[config.mk]
export PLATFORM = sky130hd
export DESIGN_NAME = result_collector
export DESIGN_NICKNAME = d
export VERILOG_FILES = /design/src/rtl/result_collector_pkg.sv /design/src/rtl/result_collector_sync_fifo.sv /design/src/rtl/result_collector.sv
export SDC_FILE = /design/constraint.sdc
export NUM_CORES = 1
export LEC_CHECK = 0
export ABC_AREA = 1
export ABC_CLOCK_PERIOD_IN_PS = 5600
export BUFFER_PORTS_ARGS = -buffer_cell sky130_fd_sc_hd__buf_2
export CAP_MARGIN = 20
export CORE_ASPECT_RATIO = 1.5
export CORE_MARGIN = 5
export CORE_UTILIZATION = 40
export DETAILED_ROUTE_END_ITERATION = 7
export GPL_TIMING_DRIVEN = 0
export PLACE_DENSITY = 0.66
export SLEW_MARGIN = 20
export SYNTH_ARGS = -nofsm -noshare
export SYNTH_HDL_FRONTEND = slang
export SYNTH_SLANG_ARGS = --single-unit
[constraint.sdc]
create_clock -name clk -period 5.6 [get_ports clk]
set_input_delay 0 -clock clk [delete_from_list [all_inputs] [get_ports clk]]
set_output_delay 0 -clock clk [all_outputs]
set_load 0.02 [all_outputs]
[src/rtl/result_collector_pkg.sv]
// Shared definitions for the result collector: default widths, entry layout
// and the saturation constant used for overflowed results.
package result_collector_pkg;

    // Default result width, address width and final-result address.
    localparam int RC_N         = 32;
    localparam int RC_M         = 3;
    localparam int RC_LAST_ADDR = (1 << RC_M) - 1;

    // One stored entry is {of, addr, y}.
    function automatic int entry_width(input int n, input int m);
        return n + m + 1;
    endfunction

    // Largest positive two's-complement value of an n-bit result (n <= 64).
    function automatic logic [63:0] sat_max(input int n);
        return (64'd1 << (n - 1)) - 64'd1;
    endfunction

endpackage

[src/rtl/result_collector_sync_fifo.sv]
// Small register-based FIFO with wrap-bit pointers. The head entry is read
// combinationally so a pushed entry is visible right after its write edge.
module sync_fifo #(
    parameter int W     = 8,
    parameter int DEPTH = 4
) (
    input  logic                       clk,
    input  logic                       rst_n,
    input  logic                       clr,
    input  logic                       push,
    input  logic                       pop,
    input  logic [W-1:0]               wdata,
    output logic [W-1:0]               rdata,
    output logic [$clog2(DEPTH):0]     count,
    output logic                       full
);

    localparam int AW = $clog2(DEPTH);

    logic [AW:0]  wr_ptr_reg;
    logic [AW:0]  rd_ptr_reg;
    logic [W-1:0] slot_view [DEPTH];

    // One storage register per slot; entries reset to zero so an empty FIFO
    // presents a well-defined all-zero head.
    generate
        for (genvar gi = 0; gi < DEPTH; gi++) begin : g_slot
            logic [W-1:0] slot_reg;

            // Capture write data when this slot is the write target.
            always_ff @(posedge clk or negedge rst_n) begin
                if (!rst_n) begin
                    slot_reg <= '0;
                end else if (push && !clr && (wr_ptr_reg[AW-1:0] == AW'(gi))) begin
                    slot_reg <= wdata;
                end
            end

            assign slot_view[gi] = slot_reg;
        end
    endgenerate

    // Pointer update; clear wins over any push/pop in the same cycle.
    always_ff @(posedge clk or negedge rst_n) begin
        if (!rst_n) begin
            wr_ptr_reg <= '0;
            rd_ptr_reg <= '0;
        end else if (clr) begin
            wr_ptr_reg <= '0;
            rd_ptr_reg <= '0;
        end else begin
            if (push) begin
                wr_ptr_reg <= wr_ptr_reg + 1'b1;
            end
            if (pop) begin
                rd_ptr_reg <= rd_ptr_reg + 1'b1;
            end
        end
    end

    assign count = wr_ptr_reg - rd_ptr_reg;
    assign full  = (wr_ptr_reg[AW] != rd_ptr_reg[AW]) &&
                   (wr_ptr_reg[AW-1:0] == rd_ptr_reg[AW-1:0]);
    assign rdata = slot_view[rd_ptr_reg[AW-1:0]];

endmodule

[src/rtl/result_collector.sv]
// Sink of the series-evaluation pipeline: buffers results, stalls the
// pipeline when the buffer is full, and hands results downstream.
module result_collector
    import result_collector_pkg::*;
#(
    parameter int N         = RC_N,
    parameter int M         = RC_M,
    parameter int DEPTH     = 4,
    parameter int CNT_W     = 16,
    parameter int LAST_ADDR = RC_LAST_ADDR,
    parameter int SATURATE  = 1
) (
    input  logic             clk,
    input  logic             rst_n,
    input  logic             clr,
    input  logic             valid_flag_in,
    input  logic             of_flag_in,
    input  logic [N-1:0]     y_in,
    input  logic [M-1:0]     addr_in,
    output logic             pipe_en,
    output logic             out_valid,
    input  logic             out_ready,
    output logic [N-1:0]     out_y,
    output logic [M-1:0]     out_addr,
    output logic             out_of,
    output logic             out_last,
    output logic             of_sticky,
    output logic [CNT_W-1:0] result_cnt,
    output logic             done
);

    localparam int            EW       = entry_width(N, M);
    localparam int            AW       = $clog2(DEPTH);
    localparam logic [63:0]   SAT_WIDE = sat_max(N);
    localparam logic [N-1:0]  SAT_VAL  = SAT_WIDE[N-1:0];

    logic [EW-1:0]    head;
    logic [AW:0]      fifo_count;
    logic             fifo_full;
    logic             push;
    logic             pop;
    logic             head_of;
    logic [M-1:0]     head_addr;
    logic [N-1:0]     head_y;
    logic             of_sticky_reg;
    logic [CNT_W-1:0] result_cnt_reg;
    logic             done_reg;

    sync_fifo #(
        .W     (EW),
        .DEPTH (DEPTH)
    ) u_fifo (
        .clk   (clk),
        .rst_n (rst_n),
        .clr   (clr),
        .push  (push),
        .pop   (pop),
        .wdata ({of_flag_in, addr_in, y_in}),
        .rdata (head),
        .count (fifo_count),
        .full  (fifo_full)
    );

    // The pipeline only advances while there is room, so every result it
    // presents while enabled is captured exactly once.
    assign pipe_en   = !fifo_full;
    assign out_valid = (fifo_count != '0);
    assign push      = pipe_en && valid_flag_in && !clr;
    assign pop       = out_valid && out_ready && !clr;

    assign head_of   = head[EW-1];
    assign head_addr = head[N+M-1:N];
    assign head_y    = head[N-1:0];

    assign out_y      = ((SATURATE != 0) && head_of) ? SAT_VAL : head_y;
    assign out_addr   = head_addr;
    assign out_of     = head_of;
    assign out_last   = (head_addr == M'(LAST_ADDR));
    assign of_sticky  = of_sticky_reg;
    assign result_cnt = result_cnt_reg;
    assign done       = done_reg;

    // Status: sticky overflow, popped-result count and end-of-computation pulse.
    always_ff @(posedge clk or negedge rst_n) begin
        if (!rst_n) begin
            of_sticky_reg  <= 1'b0;
            result_cnt_reg <= '0;
            done_reg       <= 1'b0;
        end else if (clr) begin
            of_sticky_reg  <= 1'b0;
            result_cnt_reg <= '0;
            done_reg       <= 1'b0;
        end else begin
            if (push && of_flag_in) begin
                of_sticky_reg <= 1'b1;
            end
            if (pop) begin
                result_cnt_reg <= result_cnt_reg + 1'b1;
            end
            done_reg <= pop && out_last;
        end
    end

endmodule

==> reports/qor.csv, run 1 <==
metric,value,unit
status,"complete, no violations",
cts_resized,0,
start_kind,register,
drc,0,
fmax,0.3474,GHz
cts_hold_buf,40,
gr-usage-all-layers,20.80,%
p_int,2814,µW
p_sw_share,38.87,%
post_dp_cell_area,9012,µm²
grt_pass1_vias,7503,
final_common_cell,nand2_1,
largest_register_ffs,144,
setup_violations,0,
worst-setup-path-type,register to register,
final_cell_mix,"nand2_1 (283), dfrtp_1 (168), o21ai_0 (166)",
clk_pin_slew,0.07,ns
hold_path_class,input pin to async pin,
cts_tree,done,
syn_avg_cell_area,7.945,µm²
design.die.area,23410,µm²
seq_area_frac_synth,51.53,%
timing.final.crit_period,2.879,ns
combinationalPowerShare,36.4,%
worst_slack,2.721,ns
ys_seq_elements,168,
die_h,184.9,µm
rsz0062_at_grt,no,
syn_nets,1076,
drive_gt1_share,14.45,%
postCtsSetupRepairBufs,0,
finalHoldViolations,0,
routed_wl,23930,µm
n_antenna_cell,0,
p_leak,0.004923,µW
synthArstFlopShare,100.0,%
cts_buffers,17,
grt_first_pass_wirelength,38720,µm
cap_violations,0,
clkLatencyLatePin,0.43,ns
io_pins,98,
syn_inst,1027,
power_density,458.9,nW/µm²
drt_first_pass_iters,5,
wire_per_inst,16.38,µm
cts_root_buffer,clkbuf_16,
p_seq_share,36.6,%
worstPathArrival,3.17,ns
start_util,40.27,%
ant_nets,0,
slew_violations,0,
fin_crit_sh,51.40,%
path_max_fanout,10,
place_ws,2.787,ns
clock-skew-final,0.007940,ns
design_area,10030,µm²
viasPerCell,5.155,
gp_congestion,0.8204,
worst_pin_slew,0.6350,ns
vias,7531,
clkPwrFrac,27.0,%
port_buffers,97,
coreArea,20260,µm²
worstPathRequired,5.90,ns
hpwlAfterDp,16650,µm
synth_area,8159,µm²
yosys_warnings,0,
clkSinkCount,168,
slew_headroom,57.67,%
overflow,0,
clock_path_buffers,2,
setup-tns-final,0,ns
synth-edff-count,0,
synth_cell_types,26,
row_count,64,
hold_ws,0.1514,ns
grt_max_degree,88,
nNetsFinal,1233,
die_w,126.6,µm
switching_power,1790,µW
cts_max_level,4,
syn2layout_area_growth,22.97,%
endpoint_kind,register,
synthFlopType,dfrtp_1,
ir_drop,0.1862,mV
drt_iter0_drc,629,
antenna_found_initial,0,
## cell usage after synthesis, types with 2 or more instances
cell type,number,area share (%)
inv_2,3,0.14
ha_1,8,1.2
buf_1,8,0.37
clkinv_1,2,0.092
nand4_1,9,0.69
nand3_1,60,3.7
xor2_1,7,0.75
dfrtp_1,168,52
o21ai_0,166,10
nor2_4,4,0.55
inv_1,89,4.1
a21oi_1,73,4.5
nand2_1,283,13
buf_2,24,1.5
o21ai_1,64,3.9
buf_4,3,0.28
clkbuf_1,25,1.2
o21bai_1,2,0.18
nor2_1,18,0.83
buf_6,5,0.69
## metal layers
layer  global-route usage [%]  vias up  routed length (µm)
met5                        0        -                   0
met4                    8.416        0                 655
met3                    3.635       43                1082
met2                    36.90      213               12420
met1                    24.94     3612                9770
li1                         -     3663                   -
## worst max-delay path: stages (launching register included)
cell     delay, ns
dfrtp_1       0.41
buf_2         0.22
inv_2         0.20
buf_1         0.46
ha_1          0.35
nand2_1       0.07
inv_1         0.06
nand2_2       0.11
nand3_4       0.16
nor2_4        0.24
buf_2         0.30
o21ai_0       0.15
## through the flow
stage               utilization, %  total power [µW]  std cells
global placement             44.30              3324       1388
global route                 49.52              4897       1461
finish                       49.52              4604       1461
floorplan                        -              2761       1027
CTS                          49.52              4626       1461
detailed placement           44.48              3360       1389
## power groups by stage
| stage | clock network [µW] | registers [µW] | logic, µW |
|---|---|---|---|
| final | 1240 | 1680 | 1680 |
| after global routing | 1310 | 1720 | 1870 |
| after CTS | 1260 | 1680 | 1680 |
| after detailed placement | 0 | 1710 | 1650 |
| after global placement | 0 | 1690 | 1630 |
| after floorplan | 0 | 1680 | 1090 |
## final timing paths
path	startpoint	endpoint	slack, ns	cells after the start
min in group clk	y_in[9]	u_fifo.g_slot[0].slot_reg[9]	0.37	4
max reg2reg	u_fifo.rd_ptr_reg[1]	u_fifo.g_slot[1].slot_reg[4]	2.72	11
max in group asynchronous	rst_n	u_fifo.g_slot[0].slot_reg[18]	4.59	3
min reg2reg	u_fifo.g_slot[0].slot_reg[1]	u_fifo.g_slot[0].slot_reg[1]	0.47	2
max	u_fifo.rd_ptr_reg[1]	u_fifo.g_slot[1].slot_reg[4]	2.72	11
min	rst_n	done	0.15	2
## area by class of cell
type	count	area (µm²)
clock inverters	13	167.7
multi-input cells	699	3274
fillers	1960	10230
flip-flops and latches	168	4204
plain buffers	66	327.8
repair buffers	138	923.4
inverters	94	352.8
clock buffers	19	452.9
well taps	264	330.3
## cells by family (layout without fill, tap and decap cells)
group | count (synthesis) | after routing | synth area share [%]
buf+inv | 160 | 330 | 8.342
compound gates | 305 | 305 | 18.77
fa+ha+maj | 8 | 8 | 1.227
xor+xnor | 8 | 8 | 0.8588
flops | 168 | 168 | 51.53
simple gates | 378 | 378 | 19.28
Power figures use the tool's default switching activity.
==> run 2: changes to the inputs <==
ABC_CLOCK_PERIOD_IN_PS = 2900   (was 5600)
clock period = 2.9 ns   (was 5.6 ns; I/O delays follow)
==> reports/qor.csv, run 2 (synthesis results as in run 1) <==
metric,value,unit,change
status,"complete, no violations",,
drt_iter0_drc,640,,+1.7%
vias,7474,,-0.76%
setup_violations,0,,unchanged
switching_power,3449,µW,+93%
endpoint_kind,primary output,,
drt_first_pass_iters,5,,unchanged
n_antenna_cell,0,,unchanged
antenna_found_initial,0,,unchanged
cts_root_buffer,clkbuf_16,,
gp_congestion,0.8204,,unchanged
nNetsFinal,1232,,-0.081%
worstPathArrival,2.68,ns,-0.49 ns
row_count,64,,unchanged
viasPerCell,5.119,,-0.69%
clkSinkCount,168,,unchanged
power.total,8882,µW,+93%
final_common_cell,nand2_1,,
coreArea,20260,µm²,unchanged
cts_tree,done,,
drive_gt1_share,14.46,%,about the same
post_dp_cell_area,9012,µm²,unchanged
clock-skew-final,0.007822,ns,-0.0001188 ns
start_util,40.27,%,unchanged
cts_resized,0,,unchanged
finalHoldViolations,0,,unchanged
die_w,126.6,µm,unchanged
clk_pin_slew,0.07,ns,about the same
largest_register_ffs,144,,unchanged
clkPwrFrac,27.0,%,about the same
p_seq_share,36.6,%,about the same
design.die.area,23410,µm²,unchanged
grt_first_pass_wirelength,38720,µm,unchanged
fin_crit_sh,92.41,%,
p_int,5433,µW,+93%
grt_pass1_vias,7503,,unchanged
start_kind,register,,
p_leak,0.004922,µW,about the same
io_pins,98,,unchanged
syn2layout_area_growth,22.93,%,about the same
wire_per_inst,16.33,µm,-0.29%
overflow,0,,unchanged
design_area,10030,µm²,about the same
drc,0,,unchanged
gr-usage-all-layers,20.80,%,unchanged
rsz0062_at_grt,no,,
die_h,184.9,µm,unchanged
cts_buffers,17,,unchanged
ant_nets,0,,unchanged
cap_violations,0,,unchanged
routed_wl,23850,µm,-0.36%
cts_max_level,4,,unchanged
combinationalPowerShare,36.4,%,about the same
p_sw_share,38.83,%,-0.047 points
grt_max_degree,88,,unchanged
hold_path_class,input pin to async pin,,
port_buffers,97,,unchanged
clock_path_buffers,2,,unchanged
path_max_fanout,10,,unchanged
final_cell_mix,"nand2_1 (283), dfrtp_1 (168), o21ai_0 (166)",,
ir_drop,0.3602,mV,+93%
setup-tns-final,0,ns,unchanged
worst-setup-path-type,register to primary output,,
slew_headroom,57.32,%,-0.35 points
fmax,0.3732,GHz,
slew_violations,0,,unchanged
power_density,885.5,nW/µm²,+93%
clkLatencyLatePin,0.43,ns,about the same
worst_pin_slew,0.6402,ns,+0.005220 ns
timing.final.crit_period,2.680,ns,
worstPathRequired,2.90,ns,-3.00 ns
hpwlAfterDp,16650,µm,unchanged
## run 2: cell count changes in the layout (fill, tap and decap cells not counted)
| cell | change |
|---|---|
| buf_1 | -1 |
## run 2: timing repair
item | in CTS | in global routing
endpoints found under the setup margin | 0 | 152
hold buffers | 40 | 0
hold endpoints to repair | 239 | 0
setup buffers | 0 | 0
## run 2: path summary, 6_finish.rpt
check / startpoint / endpoint / slack, ns / cells past startpoint
min in group clk: y_in[9] / u_fifo.g_slot[0].slot_reg[9] / 0.37 / 4
max in group asynchronous: rst_n / u_fifo.g_slot[1].slot_reg[25] / 1.90 / 3
worst min-delay path: rst_n / done / 0.14 / 2
worst max-delay path: u_fifo.rd_ptr_reg[0] / out_y[2] / 0.22 / 6
worst max register to register: u_fifo.rd_ptr_reg[1] / u_fifo.g_slot[1].slot_reg[4] / 0.38 / 10
worst min register to register: u_fifo.g_slot[3].slot_reg[33] / u_fifo.g_slot[3].slot_reg[33] / 0.47 / 2
## run 2: cell type report
class,instances,area [µm²]
fillers,1962,10230
flip-flops and latches,168,4204
multi-input cells,699,3274
repair buffers,138,923.4
clock buffers,19,452.9
inverters,94,352.8
well taps,264,330.3
plain buffers,65,324.1
clock inverters,13,167.7
## run 2: layer usage
metal | vias to the layer above | wire length, µm | track usage (%)
met4 | 0 | 655 | 8.416
met3 | 44 | 816 | 3.635
li1 | 3663 | - | -
met5 | - | 0 | 0
met2 | 181 | 12400 | 36.90
met1 | 3586 | 9973 | 24.94
## run 2: power groups by stage
stage               clock, µW  sequential [µW]  combinational [µW]
floorplan                   0             3240                2100
global placement            0             3270                3150
detailed placement          0             3290                3200
CTS                      2430             3250                3250
global route             2520             3320                3610
finish                   2390             3250                3240
## run 2: per-stage QoR
step | std cells | worst slack, ns | hold slack, ns | utilization (%)
after global routing | 1460 | 0.05690 | 0.2138 | 49.51
final | 1460 | 0.2202 | 0.1420 | 49.51
after detailed placement | 1389 | 0.08705 | 0.04273 | 44.48
after floorplan | 1027 | 0.5823 | -0.2956 | -
after CTS | 1461 | 0.01789 | 0.1708 | 49.52
after global placement | 1388 | -0.9741 | 0.2541 | 44.30
## run 2: critical path, cell delays in order, from the launching register on
cell      delay, ns
dfrtp_1        0.42
clkbuf_1       0.43
o21ai_0        0.19
nand2_1        0.28
clkbuf_1       0.47
nand3_1        0.23
buf_2          0.22
